File: src/rtl/load_store_unit.sv
// Load/store sequencer between the execute stage and data memory: one request at a time,
// address/data set up a cycle before a single strobe and held for a cycle after it.
module load_store_unit #(
  parameter int DATA_W      = 8,
  parameter int ADDR_W      = 8,
  parameter int MEM_DEPTH   = 8,
  parameter int WAIT_CYCLES = 1
) (
  input  logic              clk,
  input  logic              rst_n,
  input  logic              start,
  input  logic              op_load,
  input  logic              op_store,
  input  logic [ADDR_W-1:0] base,
  input  logic [ADDR_W-1:0] offset,
  input  logic [DATA_W-1:0] wdata,
  input  logic [2:0]        rd_in,
  input  logic [DATA_W-1:0] Data_out,
  output logic              Rm,
  output logic              Wm,
  output logic [ADDR_W-1:0] address,
  output logic [DATA_W-1:0] RegVal,
  output logic [DATA_W-1:0] load_data,
  output logic              wb_en,
  output logic [2:0]        wb_rd,
  output logic              busy,
  output logic              done,
  output logic              err
);

  typedef enum logic [1:0] {S_IDLE, S_SETUP, S_ACCESS, S_HOLD} state_e;

  localparam int                CNT_W    = (WAIT_CYCLES > 1) ? $clog2(WAIT_CYCLES) : 1;
  localparam logic [CNT_W-1:0]  CNT_INIT = CNT_W'(WAIT_CYCLES - 1);
  localparam logic [ADDR_W:0]   DEPTH_X  = (ADDR_W + 1)'(MEM_DEPTH);

  state_e              state_q, state_d;
  logic [CNT_W-1:0]    cnt_q, cnt_d;
  logic                ld_q, ld_d;
  logic                st_q, st_d;
  logic [2:0]          rd_q, rd_d;
  logic                rm_q, rm_d;
  logic                wm_q, wm_d;
  logic [ADDR_W-1:0]   addr_q, addr_d;
  logic [DATA_W-1:0]   regval_q, regval_d;
  logic [DATA_W-1:0]   ldata_q, ldata_d;
  logic                wb_en_q, wb_en_d;
  logic [2:0]          wb_rd_q, wb_rd_d;
  logic                busy_q, busy_d;
  logic                done_q, done_d;
  logic                err_q, err_d;
  logic                bad_req;

  // An illegal op pair or an out-of-range address skips ACCESS so no strobe is ever raised.
  assign bad_req = ({1'b0, addr_q} >= DEPTH_X) || (ld_q && st_q);

  // Request handshake: start is a one-cycle valid sampled only in IDLE; there is no ready,
  // busy tells the issuer that a start now would be dropped rather than queued.
  always_comb begin
    state_d  = state_q;
    cnt_d    = cnt_q;
    ld_d     = ld_q;
    st_d     = st_q;
    rd_d     = rd_q;
    rm_d     = rm_q;
    wm_d     = wm_q;
    addr_d   = addr_q;
    regval_d = regval_q;
    ldata_d  = ldata_q;
    wb_en_d  = wb_en_q;
    wb_rd_d  = wb_rd_q;
    busy_d   = busy_q;
    done_d   = done_q;
    err_d    = err_q;
    case (state_q)
      S_IDLE: begin
        if (start && (op_load || op_store)) begin
          state_d = S_SETUP;
          ld_d    = op_load;
          st_d    = op_store;
          rd_d    = rd_in;
          addr_d  = base + offset;
          if (op_store && !op_load) regval_d = wdata;
          busy_d  = 1'b1;
        end
      end
      S_SETUP: begin
        if (bad_req) begin
          state_d = S_HOLD;
          done_d  = 1'b1;
          err_d   = 1'b1;
        end else begin
          state_d = S_ACCESS;
          cnt_d   = CNT_INIT;
          rm_d    = ld_q;
          wm_d    = st_q;
        end
      end
      S_ACCESS: begin
        if (cnt_q == '0) begin
          state_d = S_HOLD;
          rm_d    = 1'b0;
          wm_d    = 1'b0;
          done_d  = 1'b1;
          if (ld_q) begin
            ldata_d = Data_out;
            wb_en_d = 1'b1;
            wb_rd_d = rd_q;
          end
        end else begin
          cnt_d = cnt_q - 1'b1;
        end
      end
      S_HOLD: begin
        state_d = S_IDLE;
        done_d  = 1'b0;
        err_d   = 1'b0;
        wb_en_d = 1'b0;
        busy_d  = 1'b0;
      end
      default: state_d = S_IDLE;
    endcase
  end

  always_ff @(posedge clk or negedge rst_n) begin
    if (!rst_n) begin
      state_q  <= S_IDLE;
      cnt_q    <= '0;
      ld_q     <= 1'b0;
      st_q     <= 1'b0;
      rd_q     <= '0;
      rm_q     <= 1'b0;
      wm_q     <= 1'b0;
      addr_q   <= '0;
      regval_q <= '0;
      ldata_q  <= '0;
      wb_en_q  <= 1'b0;
      wb_rd_q  <= '0;
      busy_q   <= 1'b0;
      done_q   <= 1'b0;
      err_q    <= 1'b0;
    end else begin
      state_q  <= state_d;
      cnt_q    <= cnt_d;
      ld_q     <= ld_d;
      st_q     <= st_d;
      rd_q     <= rd_d;
      rm_q     <= rm_d;
      wm_q     <= wm_d;
      addr_q   <= addr_d;
      regval_q <= regval_d;
      ldata_q  <= ldata_d;
      wb_en_q  <= wb_en_d;
      wb_rd_q  <= wb_rd_d;
      busy_q   <= busy_d;
      done_q   <= done_d;
      err_q    <= err_d;
    end
  end

  assign Rm        = rm_q;
  assign Wm        = wm_q;
  assign address   = addr_q;
  assign RegVal    = regval_q;
  assign load_data = ldata_q;
  assign wb_en     = wb_en_q;
  assign wb_rd     = wb_rd_q;
  assign busy      = busy_q;
  assign done      = done_q;
  assign err       = err_q;

endmodule
File: config.mk
export PLATFORM = sky130hd
export DESIGN_NAME = load_store_unit
export DESIGN_NICKNAME = d
export VERILOG_FILES = /design/src/rtl/load_store_unit.sv
export SDC_FILE = /design/constraint.sdc
export NUM_CORES = 1
export LEC_CHECK = 0
export BUFFER_PORTS_ARGS = -buffer_cell sky130_fd_sc_hd__buf_2
export CELL_PAD_IN_SITES_DETAIL_PLACEMENT = 0
export CELL_PAD_IN_SITES_GLOBAL_PLACEMENT = 1
export CORE_MARGIN = 4
export CORE_UTILIZATION = 40
export DETAILED_ROUTE_END_ITERATION = 10
export HOLD_SLACK_MARGIN = 0.03
export PLACE_DENSITY_LB_ADDON = 0.1
export SYNTH_ARGS = -nofsm -noshare
export SYNTH_HDL_FRONTEND = slang
export SYNTH_SLANG_ARGS = --single-unit
File: constraint.sdc
create_clock -name clk -period 3.1 [get_ports clk]
set_input_delay 0.93 -clock clk [delete_from_list [all_inputs] [get_ports clk]]
set_output_delay 0.93 -clock clk [all_outputs]
set_load 0.02 [all_outputs]
==> summary.txt, run 1 <==
Outcome
  – Status: finished clean

Cells and area
  – Fillers: 417
  – N_diodes: 0
  – Nets: 283
  – Register area: 1000 um2
  – Layout Utilization: 0.542
  – Multi-input logic area: 885 um2
  – Layout area overhead: 27.6%
  – Layout cells sized above 1: 0.463

Pwr
  – Lkg Pwr: 1.23 nW
  – Peak VDD IR: 0.000406 V
  – PD cells: 1010 nW/um2

Die
  – Die area: 5950 um2
  – Num ports: 73
  – Die width: 77.2 um
  – Core Footprint: 4500 um2
  – Die Y: 77.2 um
  – Initial core utilization: 0.425
  – # rows: 24

Place
  – HPWL Detailed: 3.19 mm
  – Port bufs: 72
  – Placer Congestion: 0.787

Yosys
  – Yosys reg bits: 40
  – Synth top cells by count: dfrtp_1 (40), mux2_2 (26), nand2_1 (13)
  – Ys async rst share: 1.00
  – Count of cell types in the netlist: 34
  – Primary FF master, synth: dfrtp_1
  – Mapped Cells: 153
  – Largest cells by area after synthesis: dfrtp_1 (52%), mux2_2 (15%), ha_1 (7.8%)
  – Sequential area share after synthesis: 0.523
  – Post-synth net total: 206
  – Mean post-synth cell area: 12.5 um2
  – Synth top area share: 0.523
  – Area leader, netlist: dfrtp_1
  – Yosys warns: 0
  – EDFF count, synth: 0
  – Mapped cell area: 1910 um2
  – Top-count cell post-synth: dfrtp_1

CTS
  – Worst-skew pair later-pin latency: 290 ps
  – Post-CTS setup buffers: 0
  – H-tree depth: 2
  – Clk slew on worst S/H paths: 80 ps
  – CTS tree: done
  – Clock sink total: 40
  – Hold-fix buffers, CTS: 0
  – Number of buffers created by CTS: 5
  – Post_cts resized: 0
  – Max clock buf depth: 2
  – Root cell of the clock tree: clkbuf_8

Setup path
  – Worst endpoint data arrival time: 2260 ps
  – Critical path class: in2reg
  – Worst R2R Path Depth: 6
  – Worst EP required: 3260 ps
  – CP endpoint kind: register
  – Setup crit start kind: input port
  – Worst Path Max Fanout: 2

STA
  – Crit share post-route: 0.677
  – Final Hold Fails: 0
  – Fmax: 0.477 GHz
  – Worst Tran Pin Value: 887 ps
  – Relative slew slack: 0.408
  – Final TNS setup: 0 ps
  – Worst Clk Skew: 7.55 ps
  – Slew Limit Fails: 0
  – Final Critical Period: 2100 ps
  – Final setup vio count: 0
  – RSZ-0062 raised after global routing: false

Detailed routing
  – Remaining DRCs: 0
  – WL/cell: 14.6 um
  – Post-route ant nets: 0
  – Detailed-router iteration count before antenna repair: 4
  – Total number of vias: 1436
  – Vias per cell: 5.07
  – DRT Wirelength: 4.13 mm
  – First DRT Iteration DRCs: 16

Global routing
  – Grt total ovfl: 0
  – First-pass GRT wire length: 7.00 mm
  – Pin count of the biggest net entering global routing: 41
  – GRT Overall Usage: 0.144
  – Vias in the first global route: 1501
  – Initial antenna violation count: 0

Worst hold path
  – Worst Hold Depth: 1
  – Hold Path Class: reg2reg

Run
  – Number of max-cap violations: 0
## layer usage
metal,GRT usage,up-vias,part of all wire
met1,0.170,667,0.43
met5,0,-,0
met2,0.239,57,0.47
li1,-,706,-
met4,0.0623,0,0.015
met3,0.0445,6,0.080
## power by group
group / total [W] / internal, W / switching, W
Combinational: 0.00111 / 0.000482 / 0.000625
Sequential: 0.000943 / 0.000780 / 0.000163
Clock: 0.000416 / 0.000239 / 0.000177
Total: 0.00247 / 0.00150 / 0.000966
## final timing paths
| check | slack (ps) | endpoint | from |
|---|---|---|---|
| min | 490 | Wm | Wm |
| max | 1000 | address[4] | offset[0] |
| min in group asynchronous | 760 | load_data[2] | rst_n |
| min reg2reg | 490 | Wm | Wm |
| max in group asynchronous | 1780 | st_q | rst_n |
| max reg2reg | 1370 | address[6] | state_q[0] |
## kinds of logic after synthesis
family | share of synthesized area
xor gates and xnor gates | 0.0183
DFF | 0.523
and+or+nand+nor | 0.0811
AOI/OAI and AO/OA | 0.104
muxes | 0.170
buffers and inverters | 0.0144
adders and majority gates | 0.0889
## worst max-delay path: stages
cell     delay [ps]
buf_2           100
ha_1            230
fa_1            410
a21o_1          190
a21oi_1         170
xor2_1          150
o21ai_0          90
## area by class of cell
class                   instances  share of cell area
clock buffers                   6              0.0297
flip-flops and latches         40               0.410
inverters                       4             0.00615
multi-input cells             106               0.362
clock inverters                 2              0.0144
well taps                      52              0.0267
repair buffers                 73               0.151
## metrics by stage
| stage | hold slack (ps) | setup WS (ps) | instance area (um2) | power, W | instances |
|---|---|---|---|---|---|
| after global placement | 458 | 750 | 2330 | 0.00204 | 275 |
| after CTS | 493 | 1020 | 2440 | 0.00251 | 283 |
| after detailed placement | 476 | 706 | 2330 | 0.00208 | 275 |
| final | 490 | 1000 | 2440 | 0.00247 | 283 |
| after floorplan | 475 | 902 | 1910 | 0.00170 | 153 |
| after global routing | 502 | 937 | 2440 | 0.00265 | 283 |
## cells in the final DEF, fill, tap and decap left out, drive strengths merged
cell type,synthesis,routed
buf,1,73
dfrtp,40,40
mux2,28,28
nand2,13,13
ha,12,12
o21ai,9,9
a21oi,9,9
clkbuf,2,6
inv,4,4
nor2b,4,4
nand3,3,3
nor2,2,2
a31oi,2,2
a21o,2,2
nor3b,2,2
xor2,2,2
xnor2,2,2
nand4b,1,1
o211ai,1,1
a211o,1,1
o41ai,1,1
o22a,1,1
or4,1,1
nor3,1,1
o21a,1,1
o31ai,1,1
a211oi,1,1
nor4b,1,1
nand3b,1,1
o22ai,1,1
nor4,1,1
mux2i,1,1
fa,1,1
clkinv,0,1
bufinv,0,1
## state kept, by name, summed over array words and instances (netlist names)
name       count
state_q        2
ld_q           1
Wm             1
done           1
Rm             1
busy           1
err            1
RegVal         8
load_data      8
address        8
st_q           1
rd_q           3
wb_rd          3
wb_en          1
Note: power is estimated with default switching activity, not from simulation.
==> run 2: changes to the inputs <==
CORE_UTILIZATION = 34   (was 40)
clock period = 1.9 ns   (was 3.1 ns; I/O delays follow)
==> run 2 against run 1 <==
Compared with the run above: non-clock buffer count up 3; final cell count up 7.8%; worst setup slack worse by 820 ps; largest cell class unchanged; core utilization down 7.9 points; highest routed layer unchanged; sequential share of layout area down 1.5 points; clock skew down 3.7 ps; power up 68%; critical endpoint is now address[6].
==> summary.txt, run 2 (synthesis results as in run 1) <==
Cells and area
  – Nets: 286
  – N_diodes: 0
  – Layout cells sized above 1: 0.472
  – Layout area overhead: 32.5%
  – Commonest non-fill, non-tap cells in the layout: buf_2 (72), dfrtp_1 (40), mux2_2 (26)
  – Fillers: 527
  – Most common cell after layout, fill and taps aside: buf_2

Pwr
  – NetSw: 0.00155 W
  – Power Total: 0.00415 W
  – Combinational fraction of design power: 0.439
  – Reg power frac: 0.370
  – Internal power: 0.00259 W
  – Peak VDD IR: 0.000523 V
  – PD cells: 1640 nW/um2
  – Clock network fraction of total power: 0.191
  – Lkg Pwr: 1.26 nW
  – Sw frac: 0.374

Detailed routing
  – Total number of vias: 1451
  – Remaining DRCs: 0
  – Vias per cell: 4.76
  – Top sig layer: met4
  – Wl on met1: 1.68 mm
  – First DRT Iteration DRCs: 61
  – WL/cell: 13.6 um
  – Length of routed met3 wiring: 263 um
  – DR WL met2: 2.15 mm
  – DRT Wirelength: 4.15 mm
  – Post-route ant nets: 0
  – Detailed-router iteration count before antenna repair: 2

STA
  – Setup WS post-layout: 182 ps
  – Slew Limit Fails: 0
  – Final Hold Fails: 0
  – Crit share post-route: 0.904
  – Relative slew slack: 0.688
  – Final setup vio count: 0
  – Fmax: 0.582 GHz
  – Worst Clk Skew: 3.89 ps
  – Final TNS setup: 0 ps
  – Worst Tran Pin Value: 467 ps
  – RSZ-0062 raised after global routing: false
  – Final Critical Period: 1720 ps

CTS
  – Clock sink total: 40
  – Max clock buf depth: 2
  – H-tree depth: 2
  – Post-CTS setup buffers: 0
  – Number of buffers created by CTS: 5
  – Root cell of the clock tree: clkbuf_8
  – Clk slew on worst S/H paths: 70 ps
  – Worst-skew pair later-pin latency: 290 ps
  – Hold-fix buffers, CTS: 0
  – CTS tree: done
  – Post_cts resized: 0

Die
  – Die width: 83.0 um
  – Die Y: 83.0 um
  – Core Footprint: 5470 um2
  – Die area: 6890 um2
  – Num ports: 73
  – Initial core utilization: 0.350
  – # rows: 27

Worst hold path
  – Hold Path Class: in2async

Setup path
  – Critical-path top delay cell: or4_1
  – Worst EP required: 2120 ps
  – CP endpoint kind: register
  – Slowest stage delay, CP: 470 ps
  – Critical path class: reg2reg
  – Setup crit start kind: register
  – Worst Path Max Fanout: 23
  – Worst R2R Path Depth: 6
  – Worst endpoint data arrival time: 1940 ps
  – CP Cell Sequence: inv_1 > ha_1 > o211ai_1 > buf_12 > or4_1 > nand3_1

Place
  – Placer Congestion: 0.799
  – HPWL Detailed: 3.35 mm
  – Setup WS pre-CTS: -105 ps
  – Port bufs: 72

Global routing
  – First-pass GRT wire length: 7.22 mm
  – Pin count of the biggest net entering global routing: 24
  – GRT Overall Usage: 0.126
  – Vias in the first global route: 1579
  – Initial antenna violation count: 0
  – Grt total ovfl: 0

Outcome
  – Status: finished clean

Run
  – Number of max-cap violations: 0
## run 2: path summary, 6_finish.rpt
kind / startpoint / endpoint / slack, ps
max: state_q[0] / address[6] / 180
max reg2reg: state_q[0] / address[6] / 180
min reg2reg: address[2] / address[2] / 490
min in group clk: address[2] / address[2] / 490
min: rst_n / load_data[4] / 210
max in group asynchronous: rst_n / RegVal[2] / 1220
## run 2: power groups by stage
stage          Combinational, W  Clock [W]  Sequential (W)
2_1_floorplan          0.000823          0         0.00195
3_3_place_gp            0.00181          0         0.00153
3_5_place_dp            0.00185          0         0.00156
4_1_cts                 0.00186   0.000821         0.00154
5_1_grt                 0.00201   0.000851         0.00159
6_report                0.00182   0.000790         0.00153
## run 2: per-stage QoR
step                      hold WS, ps  utilization  instances  instance area (um2)
after floorplan                   274            -        153                 1910
after global placement            465        0.440        298                 2410
after detailed placement          480        0.440        298                 2410
after CTS                         216        0.463        305                 2530
after global routing              236        0.463        305                 2530
final                             209        0.463        305                 2530
## run 2: area by class of cell
class	instances	area (um2)	share of cell area
timing repair buffer	76	415	0.164
inverter	4	15.0	0.00592
multi-input combinational	106	885	0.349
tap	72	90.1	0.0355
sequential	40	1000	0.395
clock inverter	2	60.1	0.0237
clock buffer	5	68.8	0.0271
## run 2: layer usage
metal  vias up  GRT usage
met5         -          0
met4         0     0.0520
met3         6     0.0377
met2        49      0.226
met1       689      0.138
li1        707          -
## run 2: critical path: cells and delay by family, from the launching register on
kind | cells | cell delay (ps)
flops | 1 | 440
compound gates | 1 | 140
buf+inv | 2 | 320
fa+ha+maj | 1 | 200
simple gates | 2 | 560
==> run 3: changes to the inputs <==
SETUP_SLACK_MARGIN = 0.5   (was default)
==> run 3 against run 2 <==
Compared with the run above: count of clock-buffer cells in the layout unchanged; worst setup slack improved by 93 ps; sequential cell count did not move; power grew 31%; cell area rose by 32%; sequential power rose by 5%; highest routed layer unchanged; largest power group unchanged; critical endpoint is now Rm; register-to-register slack better by 90 ps; core utilization is 15 points higher; largest cell class is now multi-input gates; global-route usage increased by 1.6 points; die area is the same; sequential share of layout area is 9.3 points lower.
==> summary.txt, run 3 (synthesis results as in run 1) <==
Cells and area
  – Layout area overhead: 74.4%
  – Most common cell after layout, fill and taps aside: buf_6
  – Commonest non-fill, non-tap cells in the layout: buf_6 (40), buf_2 (37), buf_4 (37)
  – N_diodes: 0
  – Layout cells sized above 1: 0.647
  – Nets: 330

Setup path
  – Worst R2R Path Depth: 4
  – Setup crit end: Rm
  – Setup crit start kind: register
  – FF-to-FF setup slack: 280 ps
  – Worst EP required: 2080 ps
  – Critical path class: reg2reg
  – Worst reg2reg endpoint: Rm
  – CP endpoint kind: register
  – CP startpoint: ld_q
  – Worst endpoint data arrival time: 1800 ps
  – Worst R2R Start: ld_q
  – Worst Path Max Fanout: 3

STA
  – Final Critical Period: 1620 ps
  – Final TNS setup: 0 ps
  – Worst Tran Pin Value: 392 ps
  – Setup WS post-layout: 276 ps
  – Final Hold Fails: 0
  – Worst Clk Skew: 4.37 ps
  – Fmax: 0.616 GHz
  – Slew Limit Fails: 0
  – Crit share post-route: 0.855
  – Relative slew slack: 0.738
  – Hold_ws: 193 ps
  – RSZ-0062 raised after global routing: true
  – Final setup vio count: 0

Die
  – Die Y: 83.0 um
  – # rows: 27
  – Num ports: 73
  – Die area: 6890 um2
  – Die width: 83.0 um
  – Core Footprint: 5470 um2
  – Initial core utilization: 0.350

Pwr
  – NetSw: 0.00196 W
  – Sw frac: 0.362
  – Clock network fraction of total power: 0.105
  – Reg power frac: 0.297
  – Lkg Pwr: 1.65 nW
  – Combinational fraction of design power: 0.598
  – PD cells: 1620 nW/um2
  – Internal power: 0.00346 W
  – Peak VDD IR: 0.000620 V

Global routing
  – Grt total ovfl: 0
  – GRT Overall Usage: 0.142
  – First-pass GRT wire length: 7.92 mm
  – Vias in the first global route: 1720
  – Pin count of the biggest net entering global routing: 26
  – Initial antenna violation count: 0

CTS
  – Clk slew on worst S/H paths: 80 ps
  – CTS tree: done
  – Worst-skew pair later-pin latency: 290 ps
  – Root cell of the clock tree: clkbuf_8
  – Number of buffers created by CTS: 5
  – H-tree depth: 2
  – Max clock buf depth: 2
  – Clock sink total: 40
  – Hold-fix buffers, CTS: 0

Detailed routing
  – Total number of vias: 1646
  – DRT Wirelength: 5.09 mm
  – Post-route ant nets: 0
  – Vias per cell: 4.70
  – Detailed-router iteration count before antenna repair: 4
  – First DRT Iteration DRCs: 50
  – Remaining DRCs: 0
  – WL/cell: 14.5 um

Place
  – Port bufs: 72
  – Placer Congestion: 0.800
  – HPWL Detailed: 3.41 mm
  – Setup WS pre-CTS: -11.4 ps

Outcome
  – Status: finished clean

Run
  – Number of max-cap violations: 0

Worst hold path
  – Hold Path Class: in2async
## run 3: critical path: stages (launching register included)
cell and delay (ps):
dfrtp_1 400, a211o_1 350, o41ai_4 310, nand2_2 120, mux2_1 330
## run 3: worst min path at each step
stage / startpoint / end / slack (ps) / cells past startpoint
5_1_grt: rst_n / address[6] / 200 / 1
3_5_place_dp: Rm / Rm / 490 / 1
4_1_cts: rst_n / load_data[0] / 200 / 1
6_report: rst_n / load_data[0] / 190 / 1
3_3_place_gp: address[2] / address[2] / 460 / 2
2_1_floorplan: rst_n / RegVal[0] / 270 / 0
## run 3: layout make-up
cell class                 count  area (um2)
clock inverter                 3        18.8
multi-input combinational    106        1110
tap                           72        90.1
clock buffer                   5        68.8
timing repair buffer         120        1030
fill                         464        2140
inverter                       4        15.0
sequential                    40        1010
## run 3: metal layers
layer	vias up	GRT usage	share of wire
li1	807	-	-
met2	50	0.251	0.51
met5	-	0	0
met4	0	0.0520	0.013
met1	784	0.161	0.43
met3	5	0.0417	0.049
## run 3: timing repair
action / in CTS / in global routing
endpoints found under the setup margin: 68 / 62
buffers inserted: 18 / 24
gates cloned: 1 / 2
pin swaps: 12 / 10
gates resized for setup: 78 / 37
## run 3: power groups by stage
stage                     sequential [W]  clock, W  combinational, W
after floorplan                  0.00195         0          0.000887
after global placement           0.00154         0           0.00188
after detailed placement         0.00156         0           0.00193
after CTS                        0.00159  0.000586           0.00267
after global routing             0.00166  0.000636           0.00347
final                            0.00161  0.000567           0.00324
## run 3: through the flow
step,cells,utilization,area (um2),total power [W]
2_1_floorplan,153,-,2020,0.00284
3_3_place_gp,297,0.456,2500,0.00342
3_5_place_dp,297,0.456,2500,0.00350
4_1_cts,324,0.544,2980,0.00484
5_1_grt,350,0.610,3340,0.00577
6_report,350,0.610,3340,0.00542
